--- config.mk ---
export PLATFORM = sky130hd
export DESIGN_NAME = ecg_diff_sched
export DESIGN_NICKNAME = d
export VERILOG_FILES = /design/src/rtl/ecg_diff_sched_pkg.sv /design/src/rtl/ecg_diff_sched_rr_arbiter.sv /design/src/rtl/ecg_diff_sched.sv
export SDC_FILE = /design/constraint.sdc
export NUM_CORES = 1
export LEC_CHECK = 0
export ABC_AREA = 1
export CORE_MARGIN = 2
export CORE_UTILIZATION = 53
export DETAILED_ROUTE_END_ITERATION = 10
export PLACE_DENSITY = 0.83
export SLEW_MARGIN = 10
export SYNTH_ARGS = -nofsm -noshare
export SYNTH_HDL_FRONTEND = slang
export SYNTH_SLANG_ARGS = --single-unit
export TNS_END_PERCENT = 50
--- constraint.sdc ---
create_clock -name i_clk -period 4.3 [get_ports i_clk]
set_input_delay 0.43 -clock i_clk [delete_from_list [all_inputs] [get_ports i_clk]]
set_output_delay 0.43 -clock i_clk [all_outputs]
set_load 0.1 [all_outputs]
--- src/rtl/ecg_diff_sched_pkg.sv ---
// Shared constants and state encoding for the multi-lead ECG first-difference scheduler.
package ecg_diff_sched_pkg;

    localparam int unsigned DATA_INPUT = 8;
    localparam int unsigned ECG_NCH    = 4;

    typedef enum logic [0:0] {
        StIdle,
        StFull
    } state_e;

    // Round-robin successor of a lead index, wrapping n-1 -> 0.
    function automatic int unsigned wrap_inc(input int unsigned idx, input int unsigned n);
        return (idx + 1 >= n) ? 0 : idx + 1;
    endfunction

endpackage

--- src/rtl/ecg_diff_sched_rr_arbiter.sv ---
// Combinational round-robin arbiter: lowest requester at or above the pointer wins, else wraps.
module ecg_diff_sched_rr_arbiter #(
    parameter int unsigned N  = 4,
    parameter int unsigned IW = $clog2(N)
) (
    input  logic [N-1:0]  i_req,
    input  logic [IW-1:0] i_ptr,
    output logic [N-1:0]  o_gnt,
    output logic [IW-1:0] o_gnt_idx,
    output logic          o_any
);

    logic [N-1:0] w_upper;
    logic [N-1:0] w_sel;

    always_comb begin
        w_upper = '0;
        for (int i = 0; i < N; i++) begin
            w_upper[i] = i_req[i] && (i >= int'(i_ptr));
        end
        // Fall back to the full request set when nothing sits at or above the pointer.
        w_sel = (|w_upper) ? w_upper : i_req;

        o_gnt_idx = '0;
        for (int i = N - 1; i >= 0; i--) begin
            if (w_sel[i]) begin
                o_gnt_idx = IW'(i);
            end
        end

        o_any = |i_req;
        o_gnt = '0;
        for (int i = 0; i < N; i++) begin
            o_gnt[i] = o_any && (o_gnt_idx == IW'(i));
        end
    end

endmodule

--- src/rtl/ecg_diff_sched.sv ---
// Shares one first-difference datapath across N_CH leads; emits offset-binary deltas tagged
// with the lead index through a single valid/ready output register.
module ecg_diff_sched
    import ecg_diff_sched_pkg::*;
#(
    parameter int unsigned N_CH = ECG_NCH,
    parameter int unsigned DW   = DATA_INPUT,
    parameter int unsigned CH_W = $clog2(N_CH)
) (
    input  logic                 i_clk,
    input  logic                 i_rst,
    input  logic [N_CH-1:0]      i_ch_en,
    input  logic                 i_clr,
    input  logic [N_CH-1:0]      i_in_valid,
    input  logic [N_CH*DW-1:0]   i_in_data,
    output logic [N_CH-1:0]      o_in_ready,
    output logic                 o_out_valid,
    input  logic                 i_out_ready,
    output logic [CH_W-1:0]      o_out_ch,
    output logic [DW:0]          o_out_data,
    output logic                 o_busy
);

    localparam logic [DW:0] OFFSET = {1'b1, {DW{1'b0}}};

    state_e          r_state;
    state_e          w_state_next;
    logic [CH_W-1:0] r_ptr;
    logic [DW-1:0]   r_hist [N_CH];
    logic [N_CH-1:0] r_first;
    logic [CH_W-1:0] r_out_ch;
    logic [DW:0]     r_out_data;

    logic            w_free;
    logic            w_grant;
    logic [N_CH-1:0] w_req;
    logic [N_CH-1:0] w_gnt;
    logic [CH_W-1:0] w_gnt_idx;
    logic [DW-1:0]   w_din [N_CH];
    logic [DW-1:0]   w_sel_din;
    logic [DW-1:0]   w_prev;
    logic [DW:0]     w_diff;
    logic [CH_W-1:0] w_ptr_next;

    assign w_free = (r_state == StIdle) || i_out_ready;
    // A clear cycle never grants, so history update and clear cannot collide.
    assign w_req  = (w_free && !i_clr) ? (i_in_valid & i_ch_en) : '0;

    ecg_diff_sched_rr_arbiter #(
        .N  (N_CH),
        .IW (CH_W)
    ) u_arb (
        .i_req     (w_req),
        .i_ptr     (r_ptr),
        .o_gnt     (w_gnt),
        .o_gnt_idx (w_gnt_idx),
        .o_any     (w_grant)
    );

    always_comb begin
        for (int i = 0; i < N_CH; i++) begin
            w_din[i] = i_in_data[i*DW +: DW];
        end
    end

    assign w_sel_din  = w_din[w_gnt_idx];
    assign w_prev     = r_first[w_gnt_idx] ? '0 : r_hist[w_gnt_idx];
    assign w_diff     = {1'b0, w_sel_din} + OFFSET - {1'b0, w_prev};
    assign w_ptr_next = CH_W'(wrap_inc(int'(w_gnt_idx), N_CH));

    always_ff @(posedge i_clk or posedge i_rst) begin
        if (i_rst) begin
            r_state <= StIdle;
        end else begin
            r_state <= w_state_next;
        end
    end

    always_comb begin
        w_state_next = r_state;
        unique case (r_state)
            StIdle: if (w_grant) w_state_next = StFull;
            StFull: if (i_out_ready && !w_grant) w_state_next = StIdle;
            default: w_state_next = StIdle;
        endcase
    end

    always_comb begin
        o_out_valid = (r_state == StFull);
    end

    always_ff @(posedge i_clk or posedge i_rst) begin
        if (i_rst) begin
            r_ptr      <= '0;
            r_first    <= '1;
            r_out_ch   <= '0;
            r_out_data <= OFFSET;
            for (int i = 0; i < N_CH; i++) begin
                r_hist[i] <= '0;
            end
        end else if (i_clr) begin
            r_first <= '1;
            for (int i = 0; i < N_CH; i++) begin
                r_hist[i] <= '0;
            end
        end else if (w_grant) begin
            r_hist[w_gnt_idx]  <= w_sel_din;
            r_first[w_gnt_idx] <= 1'b0;
            r_ptr              <= w_ptr_next;
            r_out_ch           <= w_gnt_idx;
            r_out_data         <= w_diff;
        end
    end

    assign o_in_ready = w_gnt;
    assign o_out_ch   = r_out_ch;
    assign o_out_data = r_out_data;
    assign o_busy     = o_out_valid || (|(i_in_valid & i_ch_en));

endmodule

==> results of run 1 <==
[area by class of cell]
class                   count  area, µm²
clock buffers               7       86.3
fillers                   478       1840
clock inverters             1       30.0
flip-flops and latches     50       1260
multi-input cells         331       1740
repair buffers             72        743
inverters                  34        128
well taps                  75       93.8
[sequential cells by signal, summed over array words and instances, names as in the netlist]
signal       flops
o_out_data       9
r_hist          32
o_out_ch         2
o_out_valid      1
r_ptr            2
r_first          4
[power by group through the flow]
stage | logic (W) | clock network [W] | registers (W)
after floorplan | 0.000398 | 0 | 0.000925
after global placement | 0.000945 | 0 | 0.000601
final | 0.000966 | 0.000353 | 0.000596
after CTS | 0.000962 | 0.000352 | 0.000596
after detailed placement | 0.000957 | 0 | 0.000605
after global routing | 0.00104 | 0.000367 | 0.000605
[logic make-up (layout without fill, tap and decap cells)]
group,Yosys count,in the layout
flops,50,50
compound gates,36,36
xor+xnor,5,5
buf+inv,51,114
fa+ha+maj,13,13
simple gates,277,277
[final timing paths]
kind,from,to,slack [ns],cells after the start
worst max-delay path,i_clr,o_out_data[8],0.55,20
worst min-delay path,o_out_data[1],o_out_data[1],0.48,2
min in group asynchronous,i_rst,o_out_data[0],0.67,2
worst min register to register,o_out_data[1],o_out_data[1],0.48,2
max in group asynchronous,i_rst,r_hist[7],2.98,2
worst max register to register,o_out_valid,o_out_data[8],0.77,19
[cell usage after synthesis]
master      n  area [µm²]
a21oi_1     9        45.0
a21oi_4     1        16.3
and2_1      7        43.8
buf_2       6        30.0
buf_4       5        37.5
buf_6       6        67.6
dfrtp_1    45        1130
dfstp_2     5         131
fa_1        1        20.0
ha_1       12         150
inv_1      32         120
inv_2       2        7.51
nand2_1   137         514
nand2_2     1        6.26
nand2_4     2        22.5
nand3_1    73         365
nand3_2    12         120
nand3_4     2        35.0
nand3b_1    7        52.6
nand4_1     4        25.0
nand4_2     1        12.5
nor2_1     26        97.6
nor2_2      3        18.8
nor2_4      1        11.3
nor3_1      1        5.00
o211ai_1    1        7.51
o21ai_0    17        85.1
o21ai_1     7        35.0
o21ai_2     1        8.76
xnor2_1     4        35.0
xor2_1      1        8.76
[routing by layer]
| layer | vias to the layer above | share of wire, % | GRT usage [%] |
|---|---|---|---|
| met2 | 154 | 48 | 46.1 |
| met1 | 1478 | 43 | 35.9 |
| li1 | 1530 | - | - |
| met3 | 19 | 7.4 | 5.22 |
| met4 | 0 | 1.7 | 8.17 |
| met5 | - | 0 | 0 |
[per-stage QoR]
stage / cells / instance area, µm² / setup slack [ns] / hold slack, ns
after floorplan: 432 / 3260 / 0.591 / 0.440
after global placement: 562 / 3960 / 0.438 / 0.454
after detailed placement: 562 / 3960 / 0.267 / 0.459
after CTS: 570 / 4080 / 0.578 / 0.483
after global routing: 570 / 4080 / 0.254 / 0.503
final: 570 / 4080 / 0.551 / 0.479
[critical path, stage by stage]
cell and delay, ns:
clkdlybuf4s50_1 0.53, inv_2 0.17, nand4_2 0.18, nand2_1 0.13, nor2_2 0.07, o21ai_2 0.31
nand2_4 0.22, buf_4 0.24, nand2_1 0.07, nand3_1 0.14, and2_1 0.23, ha_1 0.36
a21oi_1 0.23, nand2_1 0.08, nand2_1 0.08, nand2_1 0.05, a21oi_1 0.18, nor2_1 0.06
o21ai_0 0.15, a21oi_1 0.08
==> summary.txt, run 1 <==
CTS
  • Post-CTS sizing: 0
  • # hold bufs at CTS: 0
  • Clock Latency Late Sink: approximately 0.31 ns
  • CTS tree: yes
  • CTS root buf: clkbuf_8
  • CTS clk-pin slew, worst paths: approximately 0.1 ns
  • Clock Path Buffers: 2
  • H-Tree Depth: 2
  • Sink Count: 50
  • Setup bufs post-CTS: 0
  • Total CTS buffers: 5

Power
  • Pint: roughly 0.0010 W
  • Clock power frac: around 18%
  • Switching Power: a little under 0.0009 W
  • Flop pwr share: a little under a third
  • P_leak: 2.04 nW
  • Worst vdd ir: about 0.00051 V
  • Sw Share: between 40% and 50%
  • Power density cells: roughly 470 mW/mm²
  • Total power: about 0.0019 W
  • Part of the power in combinational logic: roughly half

STA
  • Slew HR: slightly above 30%
  • Worst Skew: around 0.012 ns
  • Setup-failing EPs final: 0
  • Final period util: just under 90%
  • Setup TNS: 0 ns
  • RSZ-0062 raised after global routing: no
  • Final hold violation count: 0
  • Tmin final: 3.75 ns
  • Fmax: ~0.27 GHz
  • Worst Tran Pin Value: 1.03 ns
  • Final count of pins violating max slew: 0

Final layout
  • Fin nets: 551
  • Area Growth Syn to Fin: 25.1%
  • Leading cell type in the layout, fill and taps excluded: nand2_1
  • Layout cells sized above 1: between 10 and 15%
  • Final core utilization: around 69%
  • Commonest non-fill, non-tap cells in the layout: nand2_1, nand3_1, clkdlybuf4s50_1
  • N_diodes: 0

Synthesis
  • Avg Inst Size Synth: 7.55 µm²
  • Synth Instances: between 400 and 500
  • Adder-cell share of the synthesized area: 5.22%
  • Syn. warnings: 0
  • Multiplexer share of the synthesized area: 0%
  • Synth Register Bits: 50
  • Netlist Area Pre-Place: roughly 0.0033 mm²
  • Syn nets: ~490
  • Synth Area in Compound Gates: 6.06%
  • Main combinational cell family by area after synthesis: simple AND/OR/NAND/NOR gates
  • Post-synthesis sequential area ratio: approximately two fifths
  • Post-Synth Simple-Gate Area: around 41%
  • Number of distinct library cells after synthesis: 31
  • Xor and xnor area share after synthesis: under 10%

Drt
  • Vias/cell: ~5.6
  • First-pass detailed-route iteration total: 5
  • Routed Antenna Nets: 0
  • WL final: roughly 8400 µm
  • Iteration-0 DRC Markers: 240
  • Via count: roughly 3200
  • Residual DRC: 0
  • Detail-routed net length per standard cell: roughly 15 µm

Flow run
  • Number of max-cap violations: 0

Global routing
  • Largest net degree at the start of global routing: 51
  • First-pass GRT wire length: 14300 µm
  • Vias in the first global route: approximately 3100
  • Initial antenna violation count: 0
  • GRT Overall Usage: between 20% and 30%
  • GR Overflow Total: 0

Floorplanning
  • Die height: 82.5 µm
  • Die area: ~0.0068 mm²
  • Ports: 61
  • Die X: approximately 82 µm
  • Initial Util: 55.1%
  • Core Area: 0.00592 mm²
  • Row count: 28

Worst hold path
  • Hold crit path type: flop to flop

Setup path
  • Kind of critical path: primary input to flop
  • Crit path DAT: ~4.0 ns
  • Crit-path max FO: 18
  • Critical path endpoint category: flop
  • CP Launch Type: primary input
  • Worst Path Required: approximately 4.5 ns

Status
  • Outcome: completed

Placed design
  • DP HPWL: 5900 µm
  • RD Place Congestion: around 0.9
  • PortBufs: 60
No activity file was read; power rests on OpenSTA's default activity.
==> inputs of run 2 (changes only) <==
--- a/config.mk
+++ b/config.mk
@@ -5,10 +5,10 @@
 export SDC_FILE = /design/constraint.sdc
 export NUM_CORES = 1
 export LEC_CHECK = 0
-export ABC_AREA = 1
 export CORE_MARGIN = 2
-export CORE_UTILIZATION = 53
+export CORE_UTILIZATION = 55
 export DETAILED_ROUTE_END_ITERATION = 10
+export MAX_ROUTING_LAYER = met4
 export PLACE_DENSITY = 0.83
 export SLEW_MARGIN = 10
 export SYNTH_ARGS = -nofsm -noshare
==> run 2 against run 1 <==
Synthesized area rose by 21%. Register-to-register slack worse by 0.15 ns. Worst hold slack gained 0.0038 ns. Largest cell class unchanged. Cell area is 16% higher. Critical endpoint is now o_out_data[6]. Clock power fell by 16%. Critical path type unchanged. Total power down 1.4%. Combinational power rose by 2.7%. Via count is 25% higher. Cell count increased by 2.1%. Global-route usage up 5.4 points. Fmax fell by 2.8%.
==> summary.txt, run 2 <==
Synthesis
  • Xor and xnor area share after synthesis: 0.668%
  • Multiplexer share of the synthesized area: about 10%
  • Cell with the most instances after synthesis: dfrtp_1
  • Syn nets: ~500
  • Synth Register Bits: 50
  • Synth Area in Compound Gates: roughly a quarter
  • Syn. warnings: 0
  • Synth Instances: between 400 and 500
  • Avg Inst Size Synth: about 9.0 µm²
  • Post-synth top area cell: dfrtp_1
  • Number of enable flip-flop cells after synthesis: 0
  • Synth top cells by count: dfrtp_1, mux2i_1, o211ai_1
  • Post-Synth Simple-Gate Area: around 20%
  • Netlist Area Pre-Place: roughly 0.004 mm²
  • Synth top area cells: dfrtp_1, mux2i_1, o211ai_1, a2111oi_0, nand3_1
  • Post-synthesis sequential area ratio: around a third
  • Ys async rst share: between 90% and 100%
  • Number of distinct library cells after synthesis: 54
  • Most used DFF post-synth: dfrtp_1
  • Post-synth top area share: 28.6%
  • Adder-cell share of the synthesized area: roughly 4.3%
  • Main combinational cell family by area after synthesis: compound AO/OA/AOI/OAI gates

CTS
  • # hold bufs at CTS: 0
  • Post-CTS sizing: 0
  • Total CTS buffers: 5
  • CTS root buf: clkbuf_8
  • Sink Count: 50
  • Setup bufs post-CTS: 0
  • H-Tree Depth: 2
  • Clock Path Buffers: 2
  • Clock Latency Late Sink: ~0.32 ns
  • CTS tree: yes
  • CTS clk-pin slew, worst paths: 0.10 ns

Final layout
  • Largest register FFs: 32
  • N_diodes: 0
  • Final Non-Filler Cells: 582
  • Area Growth Syn to Fin: 20.4%
  • Commonest non-fill, non-tap cells in the layout: clkdlybuf4s50_1, dfrtp_1, o211ai_1, mux2i_1, nand3_1
  • Top reg by flops: r_hist
  • Finished Cell Area: approximately 0.0047 mm²
  • Fill count: approximately 570
  • Fin nets: ~540
  • Layout cells sized above 1: 10.7%
  • Leading cell type in the layout, fill and taps excluded: clkdlybuf4s50_1

Floorplanning
  • Die height: 88.6 µm
  • Ports: 61
  • Die X: between 80 and 90 µm
  • Initial Util: between 50% and 60%
  • Core Area: slightly below 0.007 mm²
  • Row count: 30
  • Die area: around 0.0078 mm²

Setup path
  • Crit-path max FO: 24
  • Worst Path Required: between 4 and 5 ns
  • Crit path DAT: 4.05 ns
  • Kind of critical path: primary input to flop
  • Critical path endpoint category: flop
  • RR Startpoint: r_ptr[0]
  • CP Launch Type: primary input
  • Crit. Startpoint: i_in_valid[2]

Drt
  • Routed Antenna Nets: 0
  • Vias/cell: a little under 7
  • WL final: 12000 µm
  • First-pass detailed-route iteration total: 7
  • Detail-routed net length per standard cell: just over 20 µm
  • Iteration-0 DRC Markers: 472
  • Residual DRC: 0
  • Via count: ~4000

STA
  • Setup TNS: 0 ns
  • Fmax: 0.259 GHz
  • Slew HR: between 20% and 30%
  • Final count of pins violating max slew: 0
  • Final hold violation count: 0
  • Worst Skew: 0.00852 ns
  • Final period util: 89.7%
  • Setup-failing EPs final: 0
  • Worst Tran Pin Value: ~1.1 ns
  • RSZ-0062 raised after global routing: no
  • Tmin final: 3.86 ns

Placed design
  • Placed cells: approximately 570
  • RD Place Congestion: roughly 1
  • PortBufs: 60
  • DP HPWL: around 8600 µm
  • Dpl cell area: 0.00464 mm²

Worst hold path
  • Hold crit path type: flop to flop
  • Min-delay src: o_out_data[1]

Power
  • Worst vdd ir: 0.000175 V
  • P_leak: slightly below 2 nW
  • Power density cells: about 400 mW/mm²

Global routing
  • GR Overflow Total: 0
  • Vias in the first global route: about 3600
  • Largest net degree at the start of global routing: 51
  • First-pass GRT wire length: roughly 19000 µm
  • GRT Overall Usage: 32.8%
  • Initial antenna violation count: 0

Flow run
  • Number of max-cap violations: 0

Status
  • Outcome: completed
==> run 2: cell types whose count changed in the layout (fill, tap and decap cells not counted), sizes merged, moves of 14 or more <==
cell     before  now
a2111oi       0   28
mux2i         0   36
o211ai        1   34
nand3        87   33
nor3          1   30
nor2         30   15
nand2       140   27
inv          34   20
nor3b         0   16
==> run 2: worst max-delay path, cell delays in order <==
cell and delay [ns]:
clkdlybuf4s50_1 0.55, nand2_1 0.16, o211a_1 0.26, a211o_4 0.42, buf_4 0.28, nand2_1 0.25
o221ai_1 0.23, fa_1 0.49, a21o_1 0.20, a21oi_1 0.26, o21ai_0 0.22, xnor2_1 0.21
o21ai_0 0.09
==> run 2: kinds of logic after synthesis <==
| logic type | after synthesis |
|---|---|
| and+or+nand+nor | 148 |
| AOI/OAI and AO/OA | 123 |
| buffers and inverters | 64 |
| DFF | 50 |
| muxes | 37 |
| adders and majority gates | 13 |
| xor gates and xnor gates | 3 |
==> run 2: final timing paths <==
kind / endpoint / slack (ns) / cells after the start
min in group asynchronous: r_hist[1] / 0.69 / 2
worst min register to register: o_out_data[1] / 0.48 / 2
max in group asynchronous: r_hist[22] / 2.95 / 2
worst min-delay path: o_out_data[1] / 0.48 / 2
worst max-delay path: o_out_data[6] / 0.44 / 13
worst max register to register: o_out_data[6] / 0.62 / 12
==> run 2: layer usage <==
metal  up-vias  track usage (%)  part of all wire (%)
met5         -                -                     0
met4         0             10.1                   2.8
met3        35             7.00                    11
met2       264             48.7                    45
met1      1883             45.1                    41
li1       1789                -                     -
==> run 2: report_power, final <==
part | internal, W | switching, W
clock network | 0.000130 | 0.000166
logic | 0.000297 | 0.000695
registers | 0.000547 | 0.0000527
==> run 2: cell type report <==
class / instances / area, µm² / area share, %
repair buffers: 83 / 813 / 17.2
clock inverters: 1 / 5.00 / 0.106
flip-flops and latches: 50 / 1260 / 26.6
inverters: 21 / 83.8 / 1.77
well taps: 96 / 120 / 2.54
multi-input cells: 324 / 2370 / 50.0
clock buffers: 7 / 86.3 / 1.82
==> run 2: through the flow <==
step	hold WS [ns]	utilization (%)	setup WS [ns]	power, W
after global routing	0.503	68.9	0.222	0.00197
after detailed placement	0.462	67.6	0.200	0.00159
after CTS	0.486	68.9	0.517	0.00188
final	0.482	68.9	0.443	0.00189
after global placement	0.458	67.6	0.378	0.00157
after floorplan	0.462	-	0.700	0.00132
==> inputs of run 3 (changes only) <==
--- a/config.mk
+++ b/config.mk
@@ -8,8 +8,9 @@
 export CORE_MARGIN = 2
 export CORE_UTILIZATION = 55
 export DETAILED_ROUTE_END_ITERATION = 10
+export GPL_TIMING_DRIVEN = 0
 export MAX_ROUTING_LAYER = met4
-export PLACE_DENSITY = 0.83
+export PLACE_DENSITY = 0.81
 export SLEW_MARGIN = 10
 export SYNTH_ARGS = -nofsm -noshare
 export SYNTH_HDL_FRONTEND = slang
==> run 3 against run 2 <==
Total power is 6.2% higher. Cell count grew 3.6%. Die area is the same. Core utilization up 1.1 points. Worst hold slack worse by 0.10 ns.
==> summary.txt, run 3 (synthesis results as in run 2) <==
Drt
  • Detail-routed net length per standard cell: between 20 and 25 µm
  • Via count: between 3000 and 4000
  • First-pass detailed-route iteration total: 5
  • Vias/cell: between 6 and 7
  • Iteration-0 DRC Markers: 457
  • Residual DRC: 0
  • WL final: ~12000 µm
  • Routed Antenna Nets: 0

Final layout
  • Commonest non-fill, non-tap cells in the layout: clkdlybuf4s50_1, dfrtp_1, o211ai_1
  • Multi-input logic area: roughly 0.0024 mm²
  • Fin nets: roughly 560
  • Fill count: roughly 560
  • Sequential cell area: around 0.0013 mm²
  • Largest register FFs: 32
  • Area Growth Syn to Fin: 22.2%
  • Leading cell type in the layout, fill and taps excluded: clkdlybuf4s50_1
  • Final core utilization: between 60% and 70%
  • N_diodes: 0
  • Final Non-Filler Cells: 603
  • Top reg by flops: r_hist
  • Layout cells sized above 1: between 10% and 20%

Status
  • Outcome: completed

Floorplanning
  • Row count: 30
  • Die X: between 80 and 90 µm
  • Initial Util: between 50% and 60%
  • Die height: a little under 90 µm
  • Ports: 61
  • Core Area: ~0.007 mm²
  • Die area: 0.00784 mm²

Power
  • Worst vdd ir: about 0.00014 V
  • P_leak: roughly 2.0 nW
  • Total power: approximately 0.0020 W
  • Power density cells: between 400 and 500 mW/mm²

Setup path
  • CP bufs+invs: 6
  • Delay-heaviest family, CP: buffers and inverters
  • CP dominant cell by count: buf_2
  • Worst Path Required: approximately 3.9 ns
  • Max incr delay on CP: around 0.56 ns
  • Slowest CP cell: clkdlybuf4s15_2
  • CP Cell Sequence: clkdlybuf4s50_1 -> a22o_2 -> nand3_1 -> a21oi_1 -> buf_2 -> buf_2 -> ha_1 -> o2111ai_1 -> buf_2 -> inv_1 -> clkdlybuf4s15_2
  • CP Launch Type: primary input
  • Crit path DAT: between 3 and 4 ns
  • Critical path endpoint category: primary output
  • Kind of critical path: primary input to primary output
  • Crit-path max FO: 11

CTS
  • Clock Path Buffers: 2
  • CTS root buf: clkbuf_8
  • CTS clk-pin slew, worst paths: approximately 0.090 ns
  • Clock Latency Late Sink: roughly 0.31 ns
  • Setup bufs post-CTS: 0
  • CTS tree: yes
  • Total CTS buffers: 5
  • Sink Count: 50
  • H-Tree Depth: 2

STA
  • Setup-failing EPs final: 0
  • Final period util: a little over nine tenths
  • Fmax: around 0.24 GHz
  • Worst Tran Pin Value: about 0.97 ns
  • Final hold violation count: 0
  • Worst Skew: 0.00875 ns
  • Hold_ws: 0.382 ns
  • Tmin final: just over 4 ns
  • RSZ-0062 raised after global routing: no
  • Slew HR: between 30% and 40%
  • Final count of pins violating max slew: 0

Placed design
  • DP HPWL: approximately 9500 µm
  • PortBufs: 60
  • Placed cells: around 600
  • RD Place Congestion: roughly 1

Global routing
  • Vias in the first global route: ~3800
  • GR Overflow Total: 0
  • Largest net degree at the start of global routing: 37
  • Initial antenna violation count: 0
  • GRT Overall Usage: between 30% and 40%
  • First-pass GRT wire length: between 15000 and 20000 µm

Worst hold path
  • Hold crit path type: primary input to async pin

Flow run
  • Number of max-cap violations: 0
==> run 3: where the power goes <==
| part | switching (W) | internal [W] | leakage [nW] |
|---|---|---|---|
| clock | 0.000167 | 0.000248 | 0.0714 |
| sequential | 0.0000426 | 0.000547 | 0.652 |
| combinational | 0.000703 | 0.000297 | 1.23 |
| total | 0.000913 | 0.00109 | 1.95 |
==> run 3: routing by layer <==
metal | wire length, µm | vias to the layer above | global-route usage, % | part of all wire (%)
met4 | 291 | 0 | 11.0 | 2.4
met5 | 0 | - | - | 0
li1 | - | 1836 | - | -
met2 | 5730 | 238 | 53.9 | 47
met1 | 5010 | 1853 | 43.4 | 41
met3 | 1190 | 28 | 5.60 | 9.7
==> run 3: worst paths after layout <==
kind	slack (ns)	to	startpoint	depth (start not counted)
setup reg to reg	0.55	o_out_data[6]	o_out_valid	16
hold reg to reg	0.48	o_out_ch[0]	o_out_ch[0]	2
min in group i_clk	0.48	o_out_ch[0]	o_out_ch[0]	2
setup / recovery	0.16	o_in_ready[1]	i_ch_en[1]	11
hold / removal	0.38	r_hist[4]	i_rst	2
max in group asynchronous	3.37	o_out_data[8]	i_rst	3
==> run 3: per-stage QoR <==
stage / cell area (µm²) / setup TNS, ns / worst slack (ns)
floorplan: 3930 / 0 / 0.700
global placement: 4650 / -1.20 / -0.383
detailed placement: 4670 / -1.35 / -0.400
CTS: 4820 / 0 / 0.0346
global route: 4810 / 0 / 0.0225
finish: 4810 / 0 / 0.161
==> run 3: cell type report <==
type	count	share of cell area [%]
clock inverter	2	1.25
buffer	43	4.82
clock buffer	6	1.72
tap	96	2.50
inverter	21	1.74
sequential	50	26.2
timing repair buffer	61	12.6
multi-input combinational	324	49.2
==> run 3: repair_timing <==
action	CTS	global route
gates resized for setup	8	7
hold buffers	0	0
setup endpoints to repair	4	5
